===== src/rtl/bit_permute_pipe.sv =====
// bit_permute_pipe: one-stage pipelined bit permutation unit with a streaming handshake.
//
// Each output bit is picked from an input bit, forced to zero, or XORed with its own
// position. The choice depends on the per-beat mode and on a source table that can be
// reprogrammed at runtime.
//
// Ports:
//   clk_i, rst_ni          clock (rising edge), asynchronous active-low reset
//   in_valid_i/in_ready_o  input handshake; in_data_i and in_mode_i are sampled on accept
//   in_mode_i              0 pass, 1 reverse, 2 table, 3 table-xor
//   out_valid_o/out_ready_i output handshake; out_data_o is the registered permuted word
//   cfg_we_i               table write strobe: dst cfg_idx_i <- src cfg_src_i, zero cfg_zero_i
//   cfg_err_o              sticky flag, set by an out-of-range table write
//   perm_ok_o              table is a bijection with no zeroed entries (one cycle behind)
//   beat_cnt_o             wrapping count of output handshakes
module bit_permute_pipe #(
  parameter int unsigned WIDTH = 8,
  parameter int unsigned IDX_W = $clog2(WIDTH),
  parameter int unsigned CNT_W = 16
) (
  input  logic             clk_i,
  input  logic             rst_ni,
  input  logic             in_valid_i,
  output logic             in_ready_o,
  input  logic [WIDTH-1:0] in_data_i,
  input  logic [1:0]       in_mode_i,
  output logic             out_valid_o,
  input  logic             out_ready_i,
  output logic [WIDTH-1:0] out_data_o,
  input  logic             cfg_we_i,
  input  logic [IDX_W-1:0] cfg_idx_i,
  input  logic [IDX_W-1:0] cfg_src_i,
  input  logic             cfg_zero_i,
  output logic             cfg_err_o,
  output logic             perm_ok_o,
  output logic [CNT_W-1:0] beat_cnt_o
);

  typedef enum logic [1:0] {
    ModePass     = 2'd0,
    ModeRev      = 2'd1,
    ModeTable    = 2'd2,
    ModeTableXor = 2'd3
  } mode_e;

  // Source table
  logic [IDX_W-1:0] src_q [WIDTH];
  logic [IDX_W-1:0] src_d [WIDTH];
  logic [WIDTH-1:0] zero_q, zero_d;

  // Output stage and status
  logic             out_valid_q, out_valid_d;
  logic [WIDTH-1:0] out_data_q, out_data_d;
  logic             cfg_err_q, cfg_err_d;
  logic             perm_ok_q, perm_ok_d;
  logic [CNT_W-1:0] cnt_q, cnt_d;

  logic             accept;
  logic             out_fire;
  logic             cfg_in_range;
  logic [WIDTH-1:0] perm;
  logic [WIDTH-1:0] src_hit;

  assign in_ready_o = !out_valid_q || out_ready_i;
  assign accept     = in_valid_i && in_ready_o;
  assign out_fire   = out_valid_q && out_ready_i;

  // Only reachable as false when WIDTH is not a power of two.
  assign cfg_in_range = (32'(cfg_idx_i) < WIDTH) && (32'(cfg_src_i) < WIDTH);

  // Permutation uses the table as registered, so a write on the accept edge is not seen.
  always_comb begin
    perm = '0;
    unique case (mode_e'(in_mode_i))
      ModePass: perm = in_data_i;
      ModeRev: begin
        for (int i = 0; i < int'(WIDTH); i++) begin
          perm[i] = in_data_i[WIDTH-1-i];
        end
      end
      ModeTable: begin
        for (int i = 0; i < int'(WIDTH); i++) begin
          perm[i] = zero_q[i] ? 1'b0 : in_data_i[src_q[i]];
        end
      end
      ModeTableXor: begin
        for (int i = 0; i < int'(WIDTH); i++) begin
          perm[i] = zero_q[i] ? 1'b0 : (in_data_i[src_q[i]] ^ in_data_i[i]);
        end
      end
      default: perm = '0;
    endcase
  end

  // Table update and sticky error
  always_comb begin
    src_d     = src_q;
    zero_d    = zero_q;
    cfg_err_d = cfg_err_q;
    if (cfg_we_i) begin
      if (cfg_in_range) begin
        src_d[cfg_idx_i]  = cfg_src_i;
        zero_d[cfg_idx_i] = cfg_zero_i;
      end else begin
        cfg_err_d = 1'b1;
      end
    end
  end

  // With WIDTH entries, covering every source index is equivalent to a bijection.
  always_comb begin
    src_hit = '0;
    for (int i = 0; i < int'(WIDTH); i++) begin
      for (int j = 0; j < int'(WIDTH); j++) begin
        if (src_q[i] == IDX_W'(j)) begin
          src_hit[j] = 1'b1;
        end
      end
    end
    perm_ok_d = (&src_hit) && !(|zero_q);
  end

  // Output register and beat counter
  always_comb begin
    out_valid_d = out_valid_q;
    out_data_d  = out_data_q;
    cnt_d       = cnt_q;
    if (accept) begin
      out_valid_d = 1'b1;
      out_data_d  = perm;
    end else if (out_fire) begin
      out_valid_d = 1'b0;
    end
    if (out_fire) begin
      cnt_d = cnt_q + CNT_W'(1);
    end
  end

  always_ff @(posedge clk_i or negedge rst_ni) begin
    if (!rst_ni) begin
      for (int i = 0; i < int'(WIDTH); i++) begin
        src_q[i] <= IDX_W'(i);
      end
      zero_q      <= '0;
      out_valid_q <= 1'b0;
      out_data_q  <= '0;
      cfg_err_q   <= 1'b0;
      perm_ok_q   <= 1'b1;
      cnt_q       <= '0;
    end else begin
      src_q       <= src_d;
      zero_q      <= zero_d;
      out_valid_q <= out_valid_d;
      out_data_q  <= out_data_d;
      cfg_err_q   <= cfg_err_d;
      perm_ok_q   <= perm_ok_d;
      cnt_q       <= cnt_d;
    end
  end

  assign out_valid_o = out_valid_q;
  assign out_data_o  = out_data_q;
  assign cfg_err_o   = cfg_err_q;
  assign perm_ok_o   = perm_ok_q;
  assign beat_cnt_o  = cnt_q;

endmodule


===== config.mk =====
export PLATFORM = sky130hd
export DESIGN_NAME = bit_permute_pipe
export DESIGN_NICKNAME = d
export VERILOG_FILES = /design/src/rtl/bit_permute_pipe.sv
export SDC_FILE = /design/constraint.sdc
export NUM_CORES = 1
export LEC_CHECK = 0
export BUFFER_PORTS_ARGS = -buffer_cell sky130_fd_sc_hd__buf_2
export CORE_MARGIN = 2
export CORE_UTILIZATION = 55
export CTS_CLUSTER_SIZE = 16
export DETAILED_ROUTE_END_ITERATION = 10
export PLACE_DENSITY = 0.75
export SKIP_CTS_REPAIR_TIMING = 1
export SYNTH_ARGS = -nofsm -noshare
export SYNTH_HDL_FRONTEND = slang
export SYNTH_SLANG_ARGS = --single-unit

===== constraint.sdc =====
create_clock -name clk_i -period 5.05 [get_ports clk_i]
set_input_delay 1.01 -clock clk_i [delete_from_list [all_inputs] [get_ports clk_i]]
set_output_delay 1.01 -clock clk_i [all_outputs]
set_load 0.02 [all_outputs]

==> impl_metrics.ini, run 1 <==
[pwr]
p_leak_nw = 1.77
pwr-share-seq_pct = 42.0
p_switching_mw = 0.680
power_frac_clock_pct = 27.1
power.internal_mw = 1.14
swShare_pct = 37.5
max-vdd-ir-drop_v = 0.000242
power_density_nw_per_um2 = 434
combPwrFrac_pct = 31.0

[global_route]
grt_first_pass_wirelength_um = 15900
grt_pass1_vias = 3165
antenna_found_initial = 0
grt_util_all_layers_pct = 27.6
overflow = 0
grt_max_degree = 32

[synthesis]
ys_ff_latch = 58
yosysSeqAreaShare_pct = 38.9
ys_async_sr_fraction_pct = 100
syn_inst = 395
ys.flop_type = dfrtp_1
synth_edf_count = 0
syn_area_per_cell_um2 = 9.55
synth_area_um2 = 3770
ys_types = 56
yosysWarnings = 0
synth_fp_nets = 418

[sta]
tightest_slew_ps = 701
clock.fmax_mhz = 406
period_share_pct = 48.8
grt_setup_unrepaired = false
setup-tns-final_ps = 0
hold_viol_final = 0
finClkSkew_ps = 14.7
drv_slew = 0
min_period_ps = 2460
setup_viol = 0
relSlewSlack_pct = 52.9

[final_layout]
drive_above_1_share_pct = 26.1
final_util_pct = 62.3
area_growth_pct = 10.9
seq_area_um2 = 1470
fin_nets = 447
fillCellCount = 580
final_cell_mix = buf_2 (48), dfrtp_1 (45), nand2_1 (34)
antenna_cells = 0
final_common_cell = buf_2
multi_input_area_um2 = 2090

[route]
first_pass_iters = 5
drt-met1-wl_um = 4470
drtIter0Drc = 415
antenna_left = 0
num_vias = 3243
drc = 0
viasPerCell = 6.37
drt-total-wl_um = 9790
highest_layer = met4
wl_per_cell_um = 19.2
route.met3.wl_um = 743
route.met2.wl_um = 4360

[worst_hold_path]
hold_end = beat_cnt_o[15]
hold_path.class = reg2reg
hold_path_depth = 1
worstHoldStart = beat_cnt_o[15]

[critical_path]
required_ps = 4040
cp-start-kind = input pin
crit_arrival_ps = 1450
crit_path_end_kind = output port
r2r-start = src_q[4]
cp_max_fo = 4
setup.worst_path.class = in2out
reg2reg_setup_slack_ps = 3110
rr_endpoint = out_data_o[6]
setup.worst_path.start = out_ready_i
worst_r2r_path_depth = 5

[floorplanning]
rows = 30
fp.dieW_um = 86.8
die_height_um = 86.8
start_util_pct = 56.1
die_area_um2 = 7540
coreArea_um2 = 6720
ios = 50

[cts]
cts_root_buf = clkbuf_8
cts.sinks = 58
clkLatencyLatePin_ps = 350
cts.clk_slew.worst_paths_ps = 70
cts_buffers = 9
cts_max_level = 3
cts_tree = built
clockBufferDepth = 2

[place]
hpwlAfterDp_um = 6920
io_buffers = 48
gp_congestion = 0.991

[outcome]
outcome = completed

[flow_run]
drv_cap = 0
==> worst max-delay path, stage by stage <==
cell and delay (ps):
buf_2 110, nand2b_1 170, buf_2 170
==> logic make-up after synthesis <==
logic type      Yosys count  synth area share (%)
compound gates           90                  16.7
xor+xnor                 22                  5.11
fa+ha+maj                 1                 0.332
buf+inv                  45                  5.57
flops                    58                  38.9
mux                      51                  15.8
other cells               1                0.0994
simple gates            127                  17.5
==> cell usage after synthesis (3+ instances only) <==
| cell type | n | share of area, % |
|---|---|---|
| nand4_1 | 7 | 1.2 |
| nand2b_1 | 17 | 2.8 |
| mux2i_1 | 12 | 3.2 |
| a21oi_1 | 13 | 1.7 |
| a22oi_1 | 6 | 1.2 |
| a31oi_1 | 5 | 0.83 |
| or3_1 | 3 | 0.50 |
| and3_1 | 3 | 0.50 |
| mux2_2 | 24 | 7.2 |
| nor2_1 | 19 | 1.9 |
| dfrtp_1 | 45 | 30 |
| o22ai_1 | 10 | 1.7 |
| o21a_1 | 4 | 0.80 |
| buf_2 | 12 | 1.6 |
| o21ai_0 | 14 | 1.9 |
| nand4b_1 | 3 | 0.70 |
| buf_4 | 3 | 0.60 |
| o221ai_1 | 6 | 1.4 |
| xor2_1 | 6 | 1.4 |
| nor4_1 | 3 | 0.50 |
| inv_1 | 11 | 1.1 |
| o22a_1 | 7 | 1.6 |
| nor3_1 | 10 | 1.3 |
| inv_2 | 3 | 0.30 |
| clkbuf_1 | 14 | 1.4 |
| dfstp_2 | 13 | 9.1 |
| a211oi_1 | 3 | 0.60 |
| xnor2_1 | 16 | 3.7 |
| mux2_1 | 12 | 3.6 |
| o21ai_1 | 4 | 0.53 |
| nand2_1 | 34 | 3.4 |
| nand3_1 | 15 | 2.0 |
==> worst max-delay path by stage <==
stage	end	slack, ps	depth (start not counted)
after floorplan	in_ready_o	2790	1
after global placement	in_ready_o	2590	3
after detailed placement	in_ready_o	2580	3
after CTS	in_ready_o	2580	3
after global routing	in_ready_o	2540	3
final	in_ready_o	2590	3
==> stage by stage <==
step	setup WS, ps	power [mW]	std cells	instance area, um2	hold WS [ps]
6_report	2590	1.82	509	4180	481
5_1_grt	2540	1.91	509	4180	491
4_1_cts	2580	1.80	509	4180	479
3_5_place_dp	2580	1.32	493	3960	465
3_3_place_gp	2590	1.30	493	3960	464
2_1_floorplan	2790	1.15	395	3770	467
==> power by group through the flow <==
stage          Clock [mW]  Sequential [mW]  Combinational [mW]
2_1_floorplan           0            0.695               0.450
3_3_place_gp            0            0.755               0.544
3_5_place_dp            0            0.759               0.556
6_report            0.492            0.762               0.562
5_1_grt             0.519            0.776               0.613
4_1_cts             0.491            0.752               0.559
==> layout make-up <==
| class | count | share of cell area (%) |
|---|---|---|
| inverters | 14 | 1.26 |
| clock inverters | 4 | 1.82 |
| flip-flops and latches | 58 | 35.1 |
| clock buffers | 12 | 3.47 |
| multi-input cells | 292 | 50.0 |
| well taps | 80 | 2.39 |
| repair buffers | 49 | 5.92 |
==> metal layers <==
metal  track usage [%]  up-vias
met3              6.38       26
met2              41.4      164
met1              39.2     1549
li1                  -     1504
met5                 0        -
met4              9.38        0
==> sequential cells by signal, indices dropped and copies added (netlist names) <==
register     cells
out_data_o       8
beat_cnt_o      16
zero_q           8
perm_ok_o        1
src_q           24
out_valid_o      1
(Power assumes the default switching activity.)
==> run 2: changes to the inputs <==
Clock period 5.05 ns to 2.4 ns, I/O delays scaled along.
==> run 2 against run 1 <==
- routed wire length grew 1.4%
- critical path depth grew 2
- global-route usage grew 0.20 points
- via count grew 0.74%
- utilization grew 0.50 points
- critical endpoint is now out_data_o[6]
- sequential cell count is the same
- count of clock-buffer cells in the layout shrank 3
- total power grew 110%
- largest power group unchanged
- worst setup slack lost 2100 ps
- non-clock buffer count grew 4
- final cell count grew 0.79%
==> impl_metrics.ini, run 2 (synthesis gave the netlist of run 1 again) <==
[critical_path]
r2r-start = src_q[4]
crit_arrival_ps = 2170
cp-start-kind = register
required_ps = 2640
setup.worst_path.start = src_q[4]
worst_r2r_path_depth = 5
worst_path_max_delay_cell = dfstp_2
max_stage_delay_ps = 660
cp_max_fo = 11
crit_path_end_kind = register
path_cells = mux4_1 > mux2i_1 > xnor2_1 > nor3_2 > o22a_1
setup.worst_path.class = reg2reg
cp.depth = 5
critical_path.top_delay_family = multiplexers
worst-path-buf-inv = 0

[worst_hold_path]
hold_path.class = in2async

[sta]
clock.fmax_mhz = 518
tightest_slew_ps = 621
hold_viol_final = 0
period_share_pct = 80.5
setup-tns-final_ps = 0
setup_viol = 0
relSlewSlack_pct = 58.3
finClkSkew_ps = 11.2
hold_ws_ps = 120
min_period_ps = 1930
grt_setup_unrepaired = false
drv_slew = 0

[cts]
cts_root_buf = clkbuf_8
cts_tree = built
cts_max_level = 3
cts.clk_slew.worst_paths_ps = 80
clkLatencyLatePin_ps = 350
cts_buffers = 9
cts.sinks = 58
clockBufferDepth = 2

[global_route]
grt_first_pass_wirelength_um = 15900
gr-usage-met2_pct = 41.3
grt_pass1_vias = 3035
busiest_layer = met2
grt_util_all_layers_pct = 27.8
grt_max_degree = 26
antenna_found_initial = 0
overflow = 0
use_met1_pct = 39.2
grtUsageMet3_pct = 6.19

[final_layout]
final_cell_mix = buf_2 (48), dfrtp_1 (45), nand2_1 (34)
drive_above_1_share_pct = 27.3
area_growth_pct = 11.8
fillCellCount = 555
final_common_cell = buf_2
largest_reg_flops = 24
fin_nets = 451
antenna_cells = 0
regMostFlops = src_q

[place]
gp_congestion = 1.01
io_buffers = 48
hpwlAfterDp_um = 7130

[pwr]
power.total_mw = 3.86
max-vdd-ir-drop_v = 0.000603
power_density_nw_per_um2 = 915
p_leak_nw = 1.79

[floorplanning]
rows = 30
die_area_um2 = 7540
fp.dieW_um = 86.8
coreArea_um2 = 6720
die_height_um = 86.8
ios = 50
start_util_pct = 56.1

[route]
wl_per_cell_um = 19.4
drt-total-wl_um = 9930
num_vias = 3267
antenna_left = 0
first_pass_iters = 5
viasPerCell = 6.37
drtIter0Drc = 361
drc = 0

[outcome]
outcome = completed

[flow_run]
drv_cap = 0
run 2: cell types whose count changed in the layout (fill, tap and decap cells not counted):
cell / delta
buf_4: +4
clkbuf_1: -2
inv_6: +2
clkbuf_8: -1
clkinvlp_4: +1
run 2: where the power goes:
part,leakage [nW],internal [mW],switching [mW],total [mW]
logic,0.990,0.570,0.650,1.22
registers,0.696,1.21,0.364,1.58
clock network,0.106,0.593,0.465,1.06
run 2: worst register-to-register path: cells and delay by family (launching register included):
family | cells | cell delay, ps
xor gates and xnor gates | 1 | 160
AOI/OAI and AO/OA | 1 | 150
and+or+nand+nor | 1 | 50
muxes | 2 | 810
DFF | 1 | 660
run 2: area by class of cell:
| type | count | area (um2) | share of cell area (%) |
|---|---|---|---|
| multi-input cells | 292 | 2090 | 49.6 |
| flip-flops and latches | 58 | 1470 | 34.8 |
| repair buffers | 53 | 278 | 6.59 |
| clock buffers | 9 | 124 | 2.94 |
| clock inverters | 7 | 101 | 2.40 |
| well taps | 80 | 100 | 2.37 |
| inverters | 14 | 52.6 | 1.25 |
run 2: worst paths after layout:
| path | slack [ps] | to |
|---|---|---|
| max | 470 | out_data_o[6] |
| min | 120 | out_data_o[2] |
| max reg2reg | 470 | out_data_o[6] |
| min reg2reg | 480 | beat_cnt_o[15] |
| max in group asynchronous | 1540 | src_q[13] |
| min in group clk_i | 360 | out_valid_o |
run 2: stage by stage:
step	setup slack [ps]	cells	area [um2]	util, %
final	469	513	4220	62.8
after global routing	356	513	4220	62.8
after CTS	497	513	4220	62.8
after detailed placement	509	497	3990	59.4
after global placement	553	497	3990	59.4
after floorplan	672	395	3770	-
run 2: per-layer routing:
layer	wire (um)	up-vias
li1	-	1513
met1	4580	1561
met2	4360	169
met3	680	24
met4	308	0
met5	0	-
